--- src/rtl/uart_rx_fifo.sv ---
`default_nettype none
// ============================================================================
// Module  : uart_rx_fifo
// Purpose : Receive buffer behind the UART receiver. Captures one byte per
//           rising edge of the receiver's done strobe into a circular buffer
//           and presents the oldest byte with a first-word-fall-through read
//           port. A byte arriving while the buffer is full is dropped and
//           raises a sticky overrun flag.
// Ports   : clk      - system clock, rising edge
//           reset    - asynchronous active-low reset
//           rx_done  - byte-complete strobe (may stay high for many cycles)
//           din      - received byte, sampled on the push edge
//           rd       - pop request, effective at the next clock edge
//           dout     - head-of-queue byte, valid while empty=0
//           empty    - buffer holds zero entries
//           full     - buffer holds DEPTH entries
//           count    - number of stored entries, 0..DEPTH
//           overrun  - sticky: a byte was dropped
//           ovr_clr  - clears overrun (a same-edge drop takes priority)
// Revision: 1.0 - initial release
// ============================================================================
module uart_rx_fifo #(
  parameter int DWIDTH = 8,
  parameter int DEPTH  = 16,
  parameter int AW     = $clog2(DEPTH)
) (
  input  logic              clk,
  input  logic              reset,
  input  logic              rx_done,
  input  logic [DWIDTH-1:0] din,
  input  logic              rd,
  output logic [DWIDTH-1:0] dout,
  output logic              empty,
  output logic              full,
  output logic [AW:0]       count,
  output logic              overrun,
  input  logic              ovr_clr
);

  localparam logic [AW:0]   C_CNT_ONE = (AW+1)'(1);
  localparam logic [AW:0]   C_CNT_MAX = (AW+1)'(DEPTH);
  localparam logic [AW-1:0] C_PTR_ONE = AW'(1);

  logic [DWIDTH-1:0] mem_q [DEPTH];

  logic [AW-1:0] wr_ptr_q, wr_ptr_d;
  logic [AW-1:0] rd_ptr_q, rd_ptr_d;
  logic [AW:0]   count_q, count_d;
  logic          rx_done_d_q, rx_done_d_d;
  logic          overrun_q, overrun_d;

  logic w_push;
  logic w_pop;
  logic w_wr_en;
  logic w_drop;

  // Flags come straight from the registered count, so they never glitch.
  assign empty   = (count_q == '0);
  assign full    = (count_q == C_CNT_MAX);
  assign count   = count_q;
  assign overrun = overrun_q;
  assign dout    = mem_q[rd_ptr_q];

  always_comb begin
    rx_done_d_d = rx_done;
    wr_ptr_d    = wr_ptr_q;
    rd_ptr_d    = rd_ptr_q;
    count_d     = count_q;
    overrun_d   = overrun_q;

    // Only the rising edge of the strobe writes, however long it is held.
    w_push  = rx_done & ~rx_done_d_q;
    w_pop   = rd & ~empty;
    // A pop in the same cycle frees the slot, so a full buffer still accepts.
    w_wr_en = w_push & (~full | w_pop);
    w_drop  = w_push & full & ~w_pop;

    if (w_wr_en) wr_ptr_d = wr_ptr_q + C_PTR_ONE;
    if (w_pop)   rd_ptr_d = rd_ptr_q + C_PTR_ONE;

    unique case ({w_wr_en, w_pop})
      2'b10:   count_d = count_q + C_CNT_ONE;
      2'b01:   count_d = count_q - C_CNT_ONE;
      default: count_d = count_q;
    endcase

    // Set has priority over clear so a drop is never lost.
    if (w_drop)       overrun_d = 1'b1;
    else if (ovr_clr) overrun_d = 1'b0;
  end

  always_ff @(posedge clk or negedge reset) begin
    if (!reset) begin
      wr_ptr_q    <= '0;
      rd_ptr_q    <= '0;
      count_q     <= '0;
      rx_done_d_q <= 1'b0;
      overrun_q   <= 1'b0;
    end else begin
      wr_ptr_q    <= wr_ptr_d;
      rd_ptr_q    <= rd_ptr_d;
      count_q     <= count_d;
      rx_done_d_q <= rx_done_d_d;
      overrun_q   <= overrun_d;
    end
  end

  // Storage is intentionally not reset; contents are only visible via dout
  // while the count says they are valid.
  always_ff @(posedge clk) begin
    if (w_wr_en) mem_q[wr_ptr_q] <= din;
  end

endmodule
`default_nettype wire

--- config.mk ---
export PLATFORM = sky130hd
export DESIGN_NAME = uart_rx_fifo
export DESIGN_NICKNAME = d
export VERILOG_FILES = /design/src/rtl/uart_rx_fifo.sv
export SDC_FILE = /design/constraint.sdc
export NUM_CORES = 1
export LEC_CHECK = 0
export CAP_MARGIN = 20
export CORE_AREA = 5 5 104 106
export CTS_BUF_LIST = sky130_fd_sc_hd__clkbuf_4
export CTS_CLUSTER_SIZE = 20
export DETAILED_ROUTE_END_ITERATION = 10
export DIE_AREA = 0 0 109 111
export PLACE_DENSITY = 0.8
export SYNTH_ARGS = -nofsm -noshare
export SYNTH_HDL_FRONTEND = slang
export SYNTH_SLANG_ARGS = --single-unit
--- constraint.sdc ---
create_clock -name clk -period 3.3 [get_ports clk]
set_input_delay 0.66 -clock clk [delete_from_list [all_inputs] [get_ports clk]]
set_output_delay 0.66 -clock clk [all_outputs]
set_load 0.1 [all_outputs]
# Yosys cells after proc, flatten, opt, wreduce, memory -nomap -nowiden
# Memories as Yosys holds them, arrays and structs flattened.
# Cells that the tools add are included.
[classes]
bitwise_logic = 10
mux = 5
n_reduce_logical = 3
eq_ne = 3
add_sub_neg = 4
[ops]
columns = ["op", "n"]
rows = [
  ["case mux 5 bit (2 select lines)", 1],
  ["adder 4 x 1 -> 4 bit (second input constant)", 2],
  ["adder 5 x 1 -> 5 bit (second input constant)", 1],
  ["AND 1 bit", 5],
  ["== test 5 bit (second input constant)", 1],
  ["zero test 5 bit", 1],
  ["subtractor 5 x 1 -> 5 bit (second input constant)", 1],
  ["two-way mux 1 bit", 4],
  ["inverter 1 bit", 4],
  ["nonzero test 2 bit", 2],
  ["== test 2 x 1 -> 1 bit (second input constant)", 1],
  ["== test 2 bit (second input constant)", 1],
  ["bitwise OR 1 bit", 1],
]
[word_totals]
register_bits = 15
inputBits = 13
output_inout_bits = 16
word_cells = 31
ram_bits = 128
memories = 1
[mem_list]
columns = ["name", "depth", "word_bits", "read_ports", "rd_clocked_by_memory_dff", "write_ports", "line", "source"]
rows = [
  ["mem_q", 16, 8, 1, 0, 1, "44", "logic [DWIDTH-1:0] mem_q [DEPTH];"],
]

# Logic depth before layout (Yosys ltp)
# Gate-level depths: netlist (run 1).
[depth]
ltp_word = 7
ltp_mapped = 9
depth_no_buf = 8

# Worst setup path before layout (run 1)
# OpenSTA, ideal clock, no wires.
[synth_path]
kind = "register to output"
startpoint = "register count_q[1] (netlist: count[1])"
endpoint = "output port empty"
required_time_ns = 2.640
path_stages_with_launch = 4
n_path_buf = 1
setup_slack_ns = -0.256
t_arrival_ns = 2.896
cell_sequence = "dfrtp_1 -> or4_1 -> buf_2 -> nor2_1"
[synth_via]
elab_chain_cells = 1
[synth_rtl]
columns = ["item", "line", "source"]
rows = [
  ["from (decl)", "48", "logic [AW:0] count_q, count_d;"],
  ["from (signal assigned)", "102", "count_q <= count_d;"],
  ["zero test 5 bit", "58", "assign empty = (count_q == '0);"],
  ["to (decl)", "33", "output logic empty,"],
]
# No other way between the ends.

# Worst setup path after layout (run 1)
[layout_path]
startpoint = "register rd_ptr_q[0]"
endpoint = "output port dout[2]"
[layout_via]
elab_chain_cells = 1
[layout_rtl]
columns = ["item", "line", "source"]
rows = [
  ["from (decl)", "47", "logic [AW-1:0] rd_ptr_q, rd_ptr_d;"],
  ["from (signal assigned)", "101", "rd_ptr_q <= rd_ptr_d;"],
  ["memory read (16 x 8 bit)", "--", ""],
  ["to (decl)", "32", "output logic [DWIDTH-1:0] dout,"],
]
# No other way between the ends.

==> flow_summary.ini, run 1 <==
[outcome]
status = finished clean

[yosys]
syn-cell-area_um2 = 5870
synth_commonest_cells = edfxtp_1, mux4_2, nand2_1
synth_edf_count = 128
synth_top_area_cell = edfxtp_1
syn_avg_cell_area_um2 = 18.2
synth.most_common_cell = edfxtp_1
syn-num-nets = 345
ys.warnings.count = 0
synthCells = 323
synth_top_area_share_pct = 65.5
synth_seq_cells = 143
yosysSeqAreaShare_pct = 71.9
synth_cell_types = 40
ys_async_sr_fraction_pct = 10.5
synth_area_leaders = edfxtp_1, mux4_2, dfrtp_1
ys.flop_type = edfxtp_1

[worst_setup_path]
crit_type = flop to primary output
cp.arrival_ns = 2.40
crit_path_start_kind = flop
crit_path_end_kind = primary output
r2r-start = count[1]$_DFFE_PN0P_
reg2reg_slack_ns = 0.58
critPathMaxFanout = 35
rr_endpoint = count[4]$_DFFE_PN0P_
crit_required_ns = 2.64
r2r_cells = 8

[floorplanning]
rows = 36
start_util_pct = 60.6
io_pins = 29
coreArea_um2 = 9680
die_w_um = 109
die_area_um2 = 12100
die_h_um = 111

[place]
port_buffers = 28
detailed_place_hpwl_mm = 7.29
dpl.cell_count = 477
pre_cts_slack_ns = 0.433
globalplace.congestion = 0.845

[timing]
finalSetupViolCount = 0
min_period_ns = 3.06
drv_slew = 0
period_share_pct = 92.8
hold_viol_final = 0
whs_ns = 0.544
rsz0062_at_grt = false
fmax_mhz = 326
slew_headroom_pct = 48.7
tightest_slew_ns = 0.768
setup_ws_ns = 0.236
tns_ns = 0
fin_skew_ns = 0.0176

[pwr]
total_power_mw = 6.32
seqPwrFrac_pct = 36.1
p_int_mw = 3.71
vdd_ir_drop_max_mv = 1.08
leakagePower_nw = 2.28
combPwrFrac_pct = 47.5
p_clk_share_pct = 16.3
switching_share_pct = 41.2
p_switching_mw = 2.61
p_per_area_nw_per_um2 = 951

[detailed_routing]
postRouteWirelength_mm = 11.0
vias = 3058
drc = 0
drt_first_pass_iters = 5
vias_per_cell = 6.01
drt_iter0_markers = 196
antenna_left = 0
wl_per_cell_um = 21.6

[grt]
grt_util_all_layers_pct = 19.9
grt_use_met3_pct = 5.07
grt_busiest_layer = met2
grtUsageMet1_pct = 26.4
met2_usage_pct = 31.9
antenna_found_initial = 0
grt_first_pass_wirelength_mm = 17.4
grt_max_degree = 36
first_global_vias = 3150
overflow = 0

[flow_run]
maxCapViolCount = 0

[finish]
nFillCells = 629
final_cells = 509
drive_gt1_share_pct = 24.2
final_nets = 385
antenna_cells = 0
layout-area-overhead-vs-synth_pct = 13.3

[clocking]
cts_hold_buf = 0
insertion_delay_ns = 0.52
cts_resized = 0
cts.sinks = 143
clk_pin_slew_ns = 0.11
cts.path.max_buffers = 2
cts_max_level = 4
cts_root_buf = clkbuf_4
cts_tree = built
cts_inserted_buffers = 17
post-cts-setup-buffers = 0

[hold_path]
hp-class = primary input to asynchronous set/reset pin
## how the worst max path moves through the flow
| stage | from | end | slack, ns | cells past startpoint |
|---|---|---|---|---|
| after floorplan | count[1]$_DFFE_PN0P_ | empty | 0.23 | 3 |
| after global placement | rx_done | count[4]$_DFFE_PN0P_ | 0.53 | 9 |
| after detailed placement | rx_done | count[4]$_DFFE_PN0P_ | 0.43 | 9 |
| after CTS | rd_ptr_q[0]$_DFFE_PN0P_ | dout[2] | 0.17 | 5 |
| after global routing | rd_ptr_q[0]$_DFFE_PN0P_ | dout[2] | 0.07 | 5 |
| final | rd_ptr_q[0]$_DFFE_PN0P_ | dout[2] | 0.24 | 5 |
## registers in the layout, summed over array words and instances (netlist names)
register / flops
rd_ptr_q: 4
mem_q: 128
rx_done_d_q: 1
count: 5
overrun: 1
wr_ptr_q: 4
## worst max-delay path: stages, from the launching register on
cell     delay (ns)
dfrtp_2        0.40
buf_12         0.27
mux4_2         0.54
a22oi_1        0.31
nand2_1        0.16
buf_12         0.19
## power by group through the flow
stage               Sequential (mW)  Clock [mW]  Combinational, mW
finish                         2.28        1.03               3.00
global route                   2.30        1.13               3.17
CTS                            2.28        1.04               3.04
detailed placement             2.32           0               3.03
global placement               2.31           0               2.97
floorplan                      2.48           0               1.95
## kinds of logic (layout without fill, tap and decap cells)
logic type,after synthesis,in the layout,synth area share (%)
flip-flops,143,143,71.9
AND/OR/NAND/NOR,62,62,5.35
AO/OA/AOI/OAI,41,41,5.20
multiplexers,33,33,12.5
buffers and inverters,27,80,1.86
adder cells (fa/ha/maj),9,9,2.05
XOR/XNOR,8,8,1.19
## placed cells by master (no fill, tap or decap), types with 3 or more instances in the layout
cell | netlist | routed
clkinv_2 | 0 | 5
nor2b_1 | 3 | 3
buf_4 | 0 | 15
xnor2_1 | 8 | 8
nand2_1 | 24 | 24
clkdlybuf4s50_1 | 0 | 12
a22oi_1 | 16 | 16
edfxtp_1 | 128 | 128
clkinv_1 | 0 | 3
mux4_2 | 32 | 32
a21oi_1 | 6 | 6
inv_1 | 12 | 12
nand3_1 | 3 | 3
buf_12 | 0 | 9
nor2_1 | 9 | 8
and2_1 | 13 | 13
ha_1 | 8 | 8
dfrtp_1 | 15 | 14
clkbuf_4 | 0 | 22
## area by class of cell
class | count | area, µm² | area share (%)
sequential | 143 | 4220 | 63.5
multi-input combinational | 153 | 1540 | 23.2
clock inverter | 10 | 96.3 | 1.45
inverter | 12 | 45.0 | 0.677
clock buffer | 22 | 165 | 2.48
tap | 133 | 166 | 2.50
timing repair buffer | 36 | 413 | 6.21
## metal layers
metal  wire [µm]  vias up
li1            -     1368
met1        4470     1561
met2        5700      113
met3         637       16
met4         213        0
met5           0        -
## metrics by stage
stage | utilization (%) | instance area [µm²]
2_1_floorplan | - | 5870
3_3_place_gp | 66.0 | 6390
3_5_place_dp | 66.0 | 6390
4_1_cts | 68.7 | 6650
5_1_grt | 68.7 | 6650
6_report | 68.7 | 6650
(Power assumes the default switching activity.)
==> run 2: changes to the inputs <==
CORE_AREA = 5 5 115 117   (was 5 5 104 106)
DIE_AREA = 0 0 120 122   (was 0 0 109 111)
PLACE_DENSITY = 0.67   (was 0.8)
==> flow_summary.ini, run 2 (synthesized netlist as in run 1, its figures left out) <==
[clocking]
cts_max_level = 4
cts_inserted_buffers = 17
cts_hold_buf = 0
cts.path.max_buffers = 2
insertion_delay_ns = 0.52
cts_root_buf = clkbuf_4
cts.sinks = 143
cts_tree = built
clk_pin_slew_ns = 0.11

[finish]
layout-area-overhead-vs-synth_pct = 15.0
design_area_um2 = 6750
antenna_cells = 0
top_register = mem_q
final_cell_mix = edfxtp_1, mux4_2, nand2_1
final_nets = 393
final_common_cell = edfxtp_1
drive_gt1_share_pct = 25.1
final_cells = 533
largest_reg_flops = 128

[worst_setup_path]
r2r_cells = 8
crit_type = flop to primary output
crit_path_start_kind = flop
r2r-start = count[1]$_DFFE_PN0P_
rr_endpoint = count[4]$_DFFE_PN0P_
reg2reg_slack_ns = 0.50
cp.arrival_ns = 2.46
crit_required_ns = 2.64
crit_slowest_cell = mux4_2
crit_path_end_kind = primary output
path_cells = buf_4 -> mux4_2 -> a22oi_1 -> nand2_1 -> buf_12
cp_slowest_stage_delay_ns = 0.54
critPathMaxFanout = 11

[detailed_routing]
vias_per_cell = 5.70
antenna_left = 0
drc = 0
postRouteWirelength_mm = 11.2
wl_per_cell_um = 21.0
drt_iter0_markers = 264
vias = 3040
drt_first_pass_iters = 4

[place]
port_buffers = 28
globalplace.congestion = 0.832
placed_area_um2 = 6470
dpl.cell_count = 500
detailed_place_hpwl_mm = 7.60

[hold_path]
hp-class = primary input to asynchronous set/reset pin

[timing]
tightest_slew_ns = 0.743
period_share_pct = 94.4
fin_skew_ns = 0.0130
drv_slew = 0
rsz0062_at_grt = false
fmax_mhz = 321
min_period_ns = 3.12
slew_headroom_pct = 50.4
finalSetupViolCount = 0
whs_ns = 0.560
tns_ns = 0
hold_viol_final = 0

[floorplanning]
coreArea_um2 = 12300
start_util_pct = 47.9
io_pins = 29
die_w_um = 120
rows = 41
die_h_um = 122
die_area_um2 = 14600

[grt]
antenna_found_initial = 0
overflow = 0
grtUsageMet1_pct = 21.0
grt_util_all_layers_pct = 16.6
grt_use_met3_pct = 5.01
first_global_vias = 3137
grt_busiest_layer = met2
grt_max_degree = 34
met2_usage_pct = 27.7
grt_first_pass_wirelength_mm = 17.6

[flow_run]
maxCapViolCount = 0

[pwr]
total_power_mw = 6.38
vdd_ir_drop_max_mv = 0.787
leakagePower_nw = 2.32
p_per_area_nw_per_um2 = 946

[outcome]
status = finished clean
## run 2: cell types whose count changed in the layout (fill, tap and decap cells not counted), sizes merged
cell | previous run | this run
clkinvlp | 0 | 1
clkinv | 8 | 7
clkbuf | 22 | 21
buf | 24 | 32
## run 2: power by group
| part | internal [mW] | switching (mW) |
|---|---|---|
| Clock | 0.464 | 0.550 |
| Sequential | 2.14 | 0.164 |
| Combinational | 1.16 | 1.90 |
| Total | 3.76 | 2.62 |
## run 2: metal layers
| layer | up-vias | wire length [µm] |
|---|---|---|
| met5 | - | 0 |
| met4 | 0 | 131 |
| met3 | 12 | 512 |
| met2 | 72 | 5860 |
| met1 | 1570 | 4660 |
| li1 | 1386 | - |
## run 2: what timing repair did
| action | in CTS | in global routing |
|---|---|---|
| buffers inserted | 2 | 0 |
| gates resized for setup | 0 | 0 |
| endpoints found under the setup margin | 2 | 0 |
## run 2: critical path, delay by kind of cell, from the launching register on
family	cells	cell delay, ns
DFF	1	0.48
and+or+nand+nor	1	0.16
muxes	1	0.54
buffers and inverters	2	0.47
AOI/OAI and AO/OA	1	0.28
## run 2: worst max-delay path by stage
stage,from,end,slack [ns],cells past startpoint
6_report,rd_ptr_q[0]$_DFFE_PN0P_,dout[6],0.18,5
3_5_place_dp,rx_done,count[4]$_DFFE_PN0P_,0.40,9
3_3_place_gp,rx_done,count[4]$_DFFE_PN0P_,0.51,9
2_1_floorplan,count[1]$_DFFE_PN0P_,empty,0.23,3
5_1_grt,rd_ptr_q[0]$_DFFE_PN0P_,dout[4],0.04,5
4_1_cts,rd_ptr_q[0]$_DFFE_PN0P_,dout[6],0.12,5
## run 2: metrics by stage
step	utilization [%]	setup WS (ns)
3_3_place_gp	52.7	0.507
2_1_floorplan	-	0.234
5_1_grt	55.0	0.0384
6_report	55.0	0.184
4_1_cts	55.0	0.123
3_5_place_dp	52.7	0.404
## run 2: area by class of cell
cell class,count,area (µm²)
multi-input cells,153,1540
clock buffers,21,158
flip-flops and latches,143,4220
fillers,989,5510
well taps,150,188
clock inverters,10,96.3
inverters,12,45.0
repair buffers,44,498
